--- src/rtl/m6502_bus_pkg.sv ---
// Shared definitions for the 6502-style peripheral bus master.
package m6502_bus_pkg;

  localparam logic [1:0] REG_STATUS = 2'd0;
  localparam logic [1:0] REG_DATA   = 2'd1;

  localparam int STAT_TX_BUSY  = 0;
  localparam int STAT_RX_AVAIL = 1;

  typedef enum logic [2:0] {
    IDLE,
    WAIT_BOUNDARY,
    POLL,
    ACCESS,
    RESP
  } bus_state_t;

  // One full phi2 cycle worth of bus pin values.
  typedef struct packed {
    logic       ncs;
    logic       nwe;
    logic [1:0] addr;
    logic [7:0] data;
    logic       oe;
  } bus_cycle_t;

  localparam bus_cycle_t IDLE_CYCLE = '{ncs: 1'b1, nwe: 1'b1, addr: 2'd0, data: 8'd0, oe: 1'b0};

  // A write waits for the transmitter to go idle; a read waits for received data.
  function automatic logic status_ready(input logic is_write, input logic [7:0] status);
    return is_write ? ~status[STAT_TX_BUSY] : status[STAT_RX_AVAIL];
  endfunction

endpackage

--- src/rtl/m6502_bus_master_if.sv ---
// Request/response handshake plus peripheral bus pins of the bus master.
interface m6502_bus_master_if;

  logic       req_valid;
  logic       req_ready;
  logic       req_write;
  logic [1:0] req_addr;
  logic [7:0] req_wdata;
  logic       req_wait;

  logic       rsp_valid;
  logic [7:0] rsp_rdata;
  logic       rsp_timeout;

  logic       phi2;
  logic       ncs;
  logic       nwe;
  logic [1:0] addr;
  logic [7:0] data_out;
  logic       data_oe;
  logic [7:0] data_in;

  modport master (
    input  req_valid, req_write, req_addr, req_wdata, req_wait, data_in,
    output req_ready, rsp_valid, rsp_rdata, rsp_timeout,
    output phi2, ncs, nwe, addr, data_out, data_oe
  );

  modport slave (
    output req_valid, req_write, req_addr, req_wdata, req_wait, data_in,
    input  req_ready, rsp_valid, rsp_rdata, rsp_timeout,
    input  phi2, ncs, nwe, addr, data_out, data_oe
  );

endinterface

--- src/rtl/m6502_phi2_gen.sv ---
// Free-running phi2 generator: PHI2_HALF clk low, then PHI2_HALF clk high.
module m6502_phi2_gen #(
  parameter int PHI2_HALF = 8
) (
  input  logic clk,
  input  logic reset,
  output logic phi2,
  output logic fall_strobe,
  output logic sample_strobe
);

  localparam int PERIOD = 2 * PHI2_HALF;
  localparam int CW     = $clog2(PERIOD);
  localparam logic [CW-1:0] LAST   = CW'(PERIOD - 1);
  localparam logic [CW-1:0] SAMPLE = CW'(PERIOD - 2);
  localparam logic [CW-1:0] HALF   = CW'(PHI2_HALF);

  logic [CW-1:0] phase;
  logic [CW-1:0] phase_n;

  // phase wraps at the end of the high half
  always_comb begin
    phase_n = (phase == LAST) ? '0 : phase + CW'(1);
  end

  // phi2 is registered from the next phase so it has no decode glitches
  always_ff @(posedge clk) begin
    if (reset) begin
      phase <= '0;
      phi2  <= 1'b0;
    end else begin
      phase <= phase_n;
      phi2  <= (phase_n >= HALF);
    end
  end

  // fall_strobe marks the clk whose ending edge drops phi2; sample_strobe
  // loads data_in on the edge that starts the last high clk, a clk ahead of
  // the boundary so the value is ready when the cycle ends.
  assign fall_strobe   = (phase == LAST);
  assign sample_strobe = (phase == SAMPLE);

endmodule

--- src/rtl/m6502_bus_master.sv ---
// Bus initiator: runs single register reads/writes on the 6502-style bus,
// optionally polling the status register first.
//
// state         | meaning
// IDLE          | req_ready high, waiting for a request
// WAIT_BOUNDARY | request captured, waiting for the next phi2 fall
// POLL          | status read cycle at addr 0
// ACCESS        | the requested read or write cycle
// RESP          | one-clk rsp_valid pulse
module m6502_bus_master
  import m6502_bus_pkg::*;
#(
  parameter int PHI2_HALF  = 8,
  parameter int POLL_LIMIT = 255
) (
  input logic                 clk,
  input logic                 reset,
  m6502_bus_master_if.master  bus
);

  bus_state_t state, state_n;
  bus_cycle_t cyc_q, cyc_n;

  logic       phi2, fall_strobe, sample_strobe;
  logic       accept, poll_ok, poll_expired;
  logic       cap_write, cap_wait;
  logic [1:0] cap_addr;
  logic [7:0] cap_wdata;
  logic [7:0] poll_cnt;
  logic [7:0] rd_q;
  logic [7:0] rsp_rdata_q;
  logic       rsp_timeout_q;

  m6502_phi2_gen #(.PHI2_HALF(PHI2_HALF)) u_phi2 (
    .clk           (clk),
    .reset         (reset),
    .phi2          (phi2),
    .fall_strobe   (fall_strobe),
    .sample_strobe (sample_strobe)
  );

  assign accept       = bus.req_valid && bus.req_ready;
  assign poll_ok      = status_ready(cap_write, rd_q);
  assign poll_expired = (poll_cnt == 8'(POLL_LIMIT));

  // state register
  always_ff @(posedge clk) begin
    if (reset) state <= IDLE;
    else       state <= state_n;
  end

  // next state; every bus-phase transition waits for a phi2 fall
  always_comb begin
    state_n = state;
    case (state)
      IDLE:          if (accept) state_n = WAIT_BOUNDARY;
      WAIT_BOUNDARY: if (fall_strobe) state_n = cap_wait ? POLL : ACCESS;
      POLL: begin
        if (fall_strobe) begin
          if (poll_ok)           state_n = ACCESS;
          else if (poll_expired) state_n = RESP;
          else                   state_n = POLL;
        end
      end
      ACCESS:        if (fall_strobe) state_n = RESP;
      RESP:          state_n = IDLE;
      default:       state_n = IDLE;
    endcase
  end

  // pin values for the bus cycle that the coming boundary starts
  always_comb begin
    cyc_n = IDLE_CYCLE;
    if (state_n == POLL) begin
      cyc_n.ncs  = 1'b0;
      cyc_n.addr = REG_STATUS;
    end else if (state_n == ACCESS) begin
      cyc_n.ncs  = 1'b0;
      cyc_n.nwe  = ~cap_write;
      cyc_n.addr = cap_addr;
      cyc_n.data = cap_write ? cap_wdata : 8'd0;
      cyc_n.oe   = cap_write;
    end
  end

  // bus pins load only on the boundary so they hold for a whole phi2 cycle
  always_ff @(posedge clk) begin
    if (reset)            cyc_q <= IDLE_CYCLE;
    else if (fall_strobe) cyc_q <= cyc_n;
  end

  // request capture and poll counting
  always_ff @(posedge clk) begin
    if (reset) begin
      cap_write <= 1'b0;
      cap_wait  <= 1'b0;
      cap_addr  <= 2'd0;
      cap_wdata <= 8'd0;
      poll_cnt  <= 8'd0;
    end else if (accept) begin
      cap_write <= bus.req_write;
      cap_wait  <= bus.req_wait;
      cap_addr  <= bus.req_addr;
      cap_wdata <= bus.req_wdata;
      poll_cnt  <= 8'd0;
    end else if (fall_strobe && state_n == POLL) begin
      poll_cnt  <= poll_cnt + 8'd1;
    end
  end

  // read data capture late in the high half
  always_ff @(posedge clk) begin
    if (reset)              rd_q <= 8'd0;
    else if (sample_strobe) rd_q <= bus.data_in;
  end

  // response fields load on entry to RESP and hold until the next one
  always_ff @(posedge clk) begin
    if (reset) begin
      rsp_rdata_q   <= 8'd0;
      rsp_timeout_q <= 1'b0;
    end else if (state != RESP && state_n == RESP) begin
      rsp_timeout_q <= (state == POLL);
      rsp_rdata_q   <= (state == POLL || cap_write) ? 8'd0 : rd_q;
    end
  end

  assign bus.req_ready   = (state == IDLE) && !reset;
  assign bus.rsp_valid   = (state == RESP);
  assign bus.rsp_rdata   = rsp_rdata_q;
  assign bus.rsp_timeout = rsp_timeout_q;
  assign bus.phi2        = phi2;
  assign bus.ncs         = cyc_q.ncs;
  assign bus.nwe         = cyc_q.nwe;
  assign bus.addr        = cyc_q.addr;
  assign bus.data_out    = cyc_q.data;
  assign bus.data_oe     = cyc_q.oe;

endmodule

--- src/flat_wrapper.sv ---
// flat-port wrapper written by rule: the top's interface ports become plain ports
module m6502_bus_master_flat import m6502_bus_pkg::*;
#(
  parameter int PHI2_HALF  = 8,
  parameter int POLL_LIMIT = 255
)
  (clk, reset, bus_req_valid, bus_req_write, bus_req_addr, bus_req_wdata, bus_req_wait, bus_data_in, bus_req_ready, bus_rsp_valid, bus_rsp_rdata, bus_rsp_timeout, bus_phi2, bus_ncs, bus_nwe, bus_addr, bus_data_out, bus_data_oe);
  m6502_bus_master_if bus_i ();
  input logic clk;
  input logic reset;
  input wire logic [$bits(bus_i.req_valid)-1:0] bus_req_valid;
  input wire logic [$bits(bus_i.req_write)-1:0] bus_req_write;
  input wire logic [$bits(bus_i.req_addr)-1:0] bus_req_addr;
  input wire logic [$bits(bus_i.req_wdata)-1:0] bus_req_wdata;
  input wire logic [$bits(bus_i.req_wait)-1:0] bus_req_wait;
  input wire logic [$bits(bus_i.data_in)-1:0] bus_data_in;
  output wire logic [$bits(bus_i.req_ready)-1:0] bus_req_ready;
  output wire logic [$bits(bus_i.rsp_valid)-1:0] bus_rsp_valid;
  output wire logic [$bits(bus_i.rsp_rdata)-1:0] bus_rsp_rdata;
  output wire logic [$bits(bus_i.rsp_timeout)-1:0] bus_rsp_timeout;
  output wire logic [$bits(bus_i.phi2)-1:0] bus_phi2;
  output wire logic [$bits(bus_i.ncs)-1:0] bus_ncs;
  output wire logic [$bits(bus_i.nwe)-1:0] bus_nwe;
  output wire logic [$bits(bus_i.addr)-1:0] bus_addr;
  output wire logic [$bits(bus_i.data_out)-1:0] bus_data_out;
  output wire logic [$bits(bus_i.data_oe)-1:0] bus_data_oe;
  assign bus_i.req_valid = bus_req_valid;
  assign bus_i.req_write = bus_req_write;
  assign bus_i.req_addr = bus_req_addr;
  assign bus_i.req_wdata = bus_req_wdata;
  assign bus_i.req_wait = bus_req_wait;
  assign bus_i.data_in = bus_data_in;
  assign bus_req_ready = bus_i.req_ready;
  assign bus_rsp_valid = bus_i.rsp_valid;
  assign bus_rsp_rdata = bus_i.rsp_rdata;
  assign bus_rsp_timeout = bus_i.rsp_timeout;
  assign bus_phi2 = bus_i.phi2;
  assign bus_ncs = bus_i.ncs;
  assign bus_nwe = bus_i.nwe;
  assign bus_addr = bus_i.addr;
  assign bus_data_out = bus_i.data_out;
  assign bus_data_oe = bus_i.data_oe;
  m6502_bus_master #(.PHI2_HALF(PHI2_HALF), .POLL_LIMIT(POLL_LIMIT)) u_core (.clk(clk), .reset(reset), .bus(bus_i));
endmodule
--- config.mk ---
export PLATFORM = sky130hd
export DESIGN_NAME = m6502_bus_master_flat
export DESIGN_NICKNAME = d
export VERILOG_FILES = /design/src/rtl/m6502_bus_pkg.sv /design/src/rtl/m6502_bus_master_if.sv /design/src/rtl/m6502_phi2_gen.sv /design/src/rtl/m6502_bus_master.sv /design/src/flat_wrapper.sv
export SDC_FILE = /design/constraint.sdc
export NUM_CORES = 1
export LEC_CHECK = 0
export BUFFER_PORTS_ARGS = -buffer_cell sky130_fd_sc_hd__buf_2
export CAP_MARGIN = 5
export CORE_ASPECT_RATIO = 1.2
export CORE_UTILIZATION = 45
export CTS_CLUSTER_SIZE = 24
export DETAILED_ROUTE_END_ITERATION = 8
export MAX_ROUTING_LAYER = met4
export PLACE_DENSITY = 0.68
export SLEW_MARGIN = 30
export SYNTH_ARGS = -nofsm -noshare
export SYNTH_HDL_FRONTEND = slang
export SYNTH_SLANG_ARGS = --single-unit
--- constraint.sdc ---
create_clock -name clk -period 2.61 [get_ports clk]
set_input_delay 0.3915 -clock clk [delete_from_list [all_inputs] [get_ports clk]]
set_output_delay 0.3915 -clock clk [all_outputs]
set_load 0.05 [all_outputs]
==> flow_metrics.py <==
metrics = {
    "cts": {
        "cts_tree": "yes",
        "postCtsHoldBufs": 0,
        "cts_buffers": 9,
        "root_buffer": "clkbuf_8",
        "clk_pin_slew_ns": 0.07,
        "cts_resized": 0,
        "clock_latency_ns": 0.33,
        "clock-sinks": 58,
        "cts_buffer_depth": 2,
        "htree_levels": 3,
        "postCtsSetupBuffers": 0,
    },
    "die": {
        "dieArea_um2": 5390,
        "fp-row-count": 28,
        "initial_core_util": 0.468,
        "die_width_um": 67.2,
        "die_y_um": 80.2,
        "core_um2": 4900,
        "ioPinCount": 48,
    },
    "global_routing": {
        "top_usage_layer": "met2",
        "grt_pass1_vias": 1819,
        "grt_overflow": 0,
        "antenna_found_initial": 0,
        "grtUsageMet1": 0.254,
        "grt_max_degree": 31,
        "global_route.usage.met2": 0.316,
        "grt_pass1_wl_um": 8140,
        "grtUsageMet3": 0.0597,
        "grt.total_usage": 0.209,
    },
    "yosys": {
        "yosysTopAreaCell": "dfxtp_1",
        "ys_warn_count": 0,
        "synth_edf_count": 0,
        "netlist.area_leader.share": 0.506,
        "async_reset_ff_frac": 0,
        "ys_types": 40,
        "syn_avg_cell_area_um2": 9.18,
        "seq_area_frac_synth": 0.506,
        "synth.area.top_cells": "dfxtp_1, nand2_1, a21oi_1",
        "syn-num-nets": 276,
        "syn_inst": 250,
        "syn_area_um2": 2300,
        "yosys_most_used_dff": "dfxtp_1",
        "ys_seq_elements": 58,
    },
    "layout": {
        "n_antenna_cell": 0,
        "final_cell_mix": "dfxtp_1, buf_2, nand2_1",
        "stdcell_count": 364,
        "syn2layout_area_growth_pct": 20.5,
        "fill_cells": 484,
        "layout-drive-gt1-share": 0.240,
        "nets": 325,
        "design_area_um2": 2770,
        "final_common_cell": "dfxtp_1",
        "final_util": 0.564,
    },
    "place": {
        "postPlaceCellArea_um2": 2560,
        "portBuffers": 47,
        "dpl.cell_count": 348,
        "dp_hpwl_um": 3270,
        "gp_congestion": 0.860,
        "post-place-ws_ns": 0.504,
    },
    "run": {
        "drv_cap": 0,
    },
    "route": {
        "vias": 1954,
        "post_drt_wl_per_cell_um": 13.2,
        "firstDrtPassIters": 4,
        "avgViaCountPerCell": 5.37,
        "drt-initial-drc-count": 96,
        "drt-total-wl_um": 4820,
        "drc": 0,
        "final_antenna_net_count": 0,
    },
    "sta": {
        "grt_setup_unrepaired": "false",
        "timing.slew.headroom": 0.482,
        "fin_tns_setup_ns": 0,
        "finalHoldViolCount": 0,
        "setup_ws_ns": 0.497,
        "tightest_slew_ns": 0.775,
        "fmax_ghz": 0.473,
        "setup_violations": 0,
        "min_period_ns": 2.11,
        "fin_crit_sh": 0.810,
        "worst_clock_skew_ns": 0.00624,
        "drv_slew": 0,
    },
    "power_and_ir_drop": {
        "p_leak_uw": 0.00114,
        "power.density_nw_per_um2": 662,
        "peakVddDrop_uv": 374,
    },
    "worst_setup_path": {
        "cp.required_ns": 2.84,
        "end_kind": "flop",
        "crit_fanout": 12,
        "start_kind": "flop",
        "path_class": "reg2reg",
        "worstPathArrival_ns": 2.34,
    },
    "outcome": {
        "status": "finished, final reports clean",
    },
    "worst_hold_path": {
        "holdCritPathClass": "in2reg",
    },
}
[kinds of logic (layout without fill, tap and decap cells)]
family                   Yosys count  count (layout)  synth area share
adder cells (fa/ha/maj)            3               3            0.0164
flip-flops                        58              58             0.506
XOR/XNOR                           3               3            0.0147
AND/OR/NAND/NOR                  102             102             0.211
multiplexers                       8               8            0.0349
AO/OA/AOI/OAI                     59              59             0.175
buffers and inverters             17              71            0.0414
[where the power goes]
group	internal, µW	switching, µW
clock	487	341
combinational	33.7	57.3
sequential	899	12.9
[state kept, by name, summed over array words and instances (netlist names)]
register and flops:
u_core.u_phi2.phi2 1, u_core.cap_wait 1, u_core.poll_cnt 8, u_core.bus.ncs 1, u_core.cap_addr 2, u_core.bus.rsp_rdata 8, u_core.bus.addr 2, u_core.bus.nwe 1
u_core.state 3, u_core.rd_q 8, u_core.cap_write 1, u_core.cap_wdata 8, u_core.bus.data_out 8, u_core.bus.data_oe 1, u_core.bus.rsp_timeout 1, u_core.u_phi2.phase 4
[layer usage]
metal | wire [µm] | vias up
li1 | - | 987
met1 | 2270 | 927
met2 | 2320 | 31
met3 | 141 | 9
met4 | 78 | 0
met5 | 0 | -
[stage by stage]
stage | hold WS (ns) | total power (µW)
final | 0.288 | 1830
after global routing | 0.277 | 1910
after CTS | 0.272 | 1850
after detailed placement | 0.448 | 1020
after global placement | 0.442 | 1020
after floorplan | 0.430 | 988
[critical path, stage by stage (launching register included)]
cell and delay, ns:
dfxtp_1 0.36, ha_1 0.26, nand4b_1 0.11, or4_1 0.53
nor4b_1 0.19, and2_2 0.27, a32o_1 0.29
[cells in the mapped netlist (all sizes together) (2+ instances only)]
cell type,count
ha,3
or4,5
inv,3
mux2i,8
o21ai,13
nand2,39
a22o,3
and2,5
nor2b,4
a211oi,2
nand3,14
a32o,8
buf,7
a21oi,22
o31ai,4
nor4,2
clkbuf,6
xnor2,2
nor2,23
dfxtp,58
nor3,2
nand4b,3
o41ai,2
[final timing paths]
kind | start | to | slack [ns] | cells after the start
min | bus_data_in[6] | u_core.rd_q[6] | 0.29 | 3
max | u_core.poll_cnt[0] | u_core.bus.data_out[6] | 0.50 | 6
max reg2reg | u_core.poll_cnt[0] | u_core.bus.data_out[6] | 0.50 | 6
min reg2reg | u_core.bus.rsp_rdata[7] | u_core.bus.rsp_rdata[7] | 0.45 | 2
[final cells by class]
cell class | count | area, µm² | area share
flip-flops and latches | 58 | 1160 | 0.420
multi-input cells | 175 | 1050 | 0.378
repair buffers | 51 | 265 | 0.0959
clock buffers | 11 | 151 | 0.0547
well taps | 60 | 75.1 | 0.0271
clock inverters | 5 | 52.6 | 0.0190
inverters | 4 | 15.0 | 0.00543
Note: power is estimated with default switching activity, not from simulation.
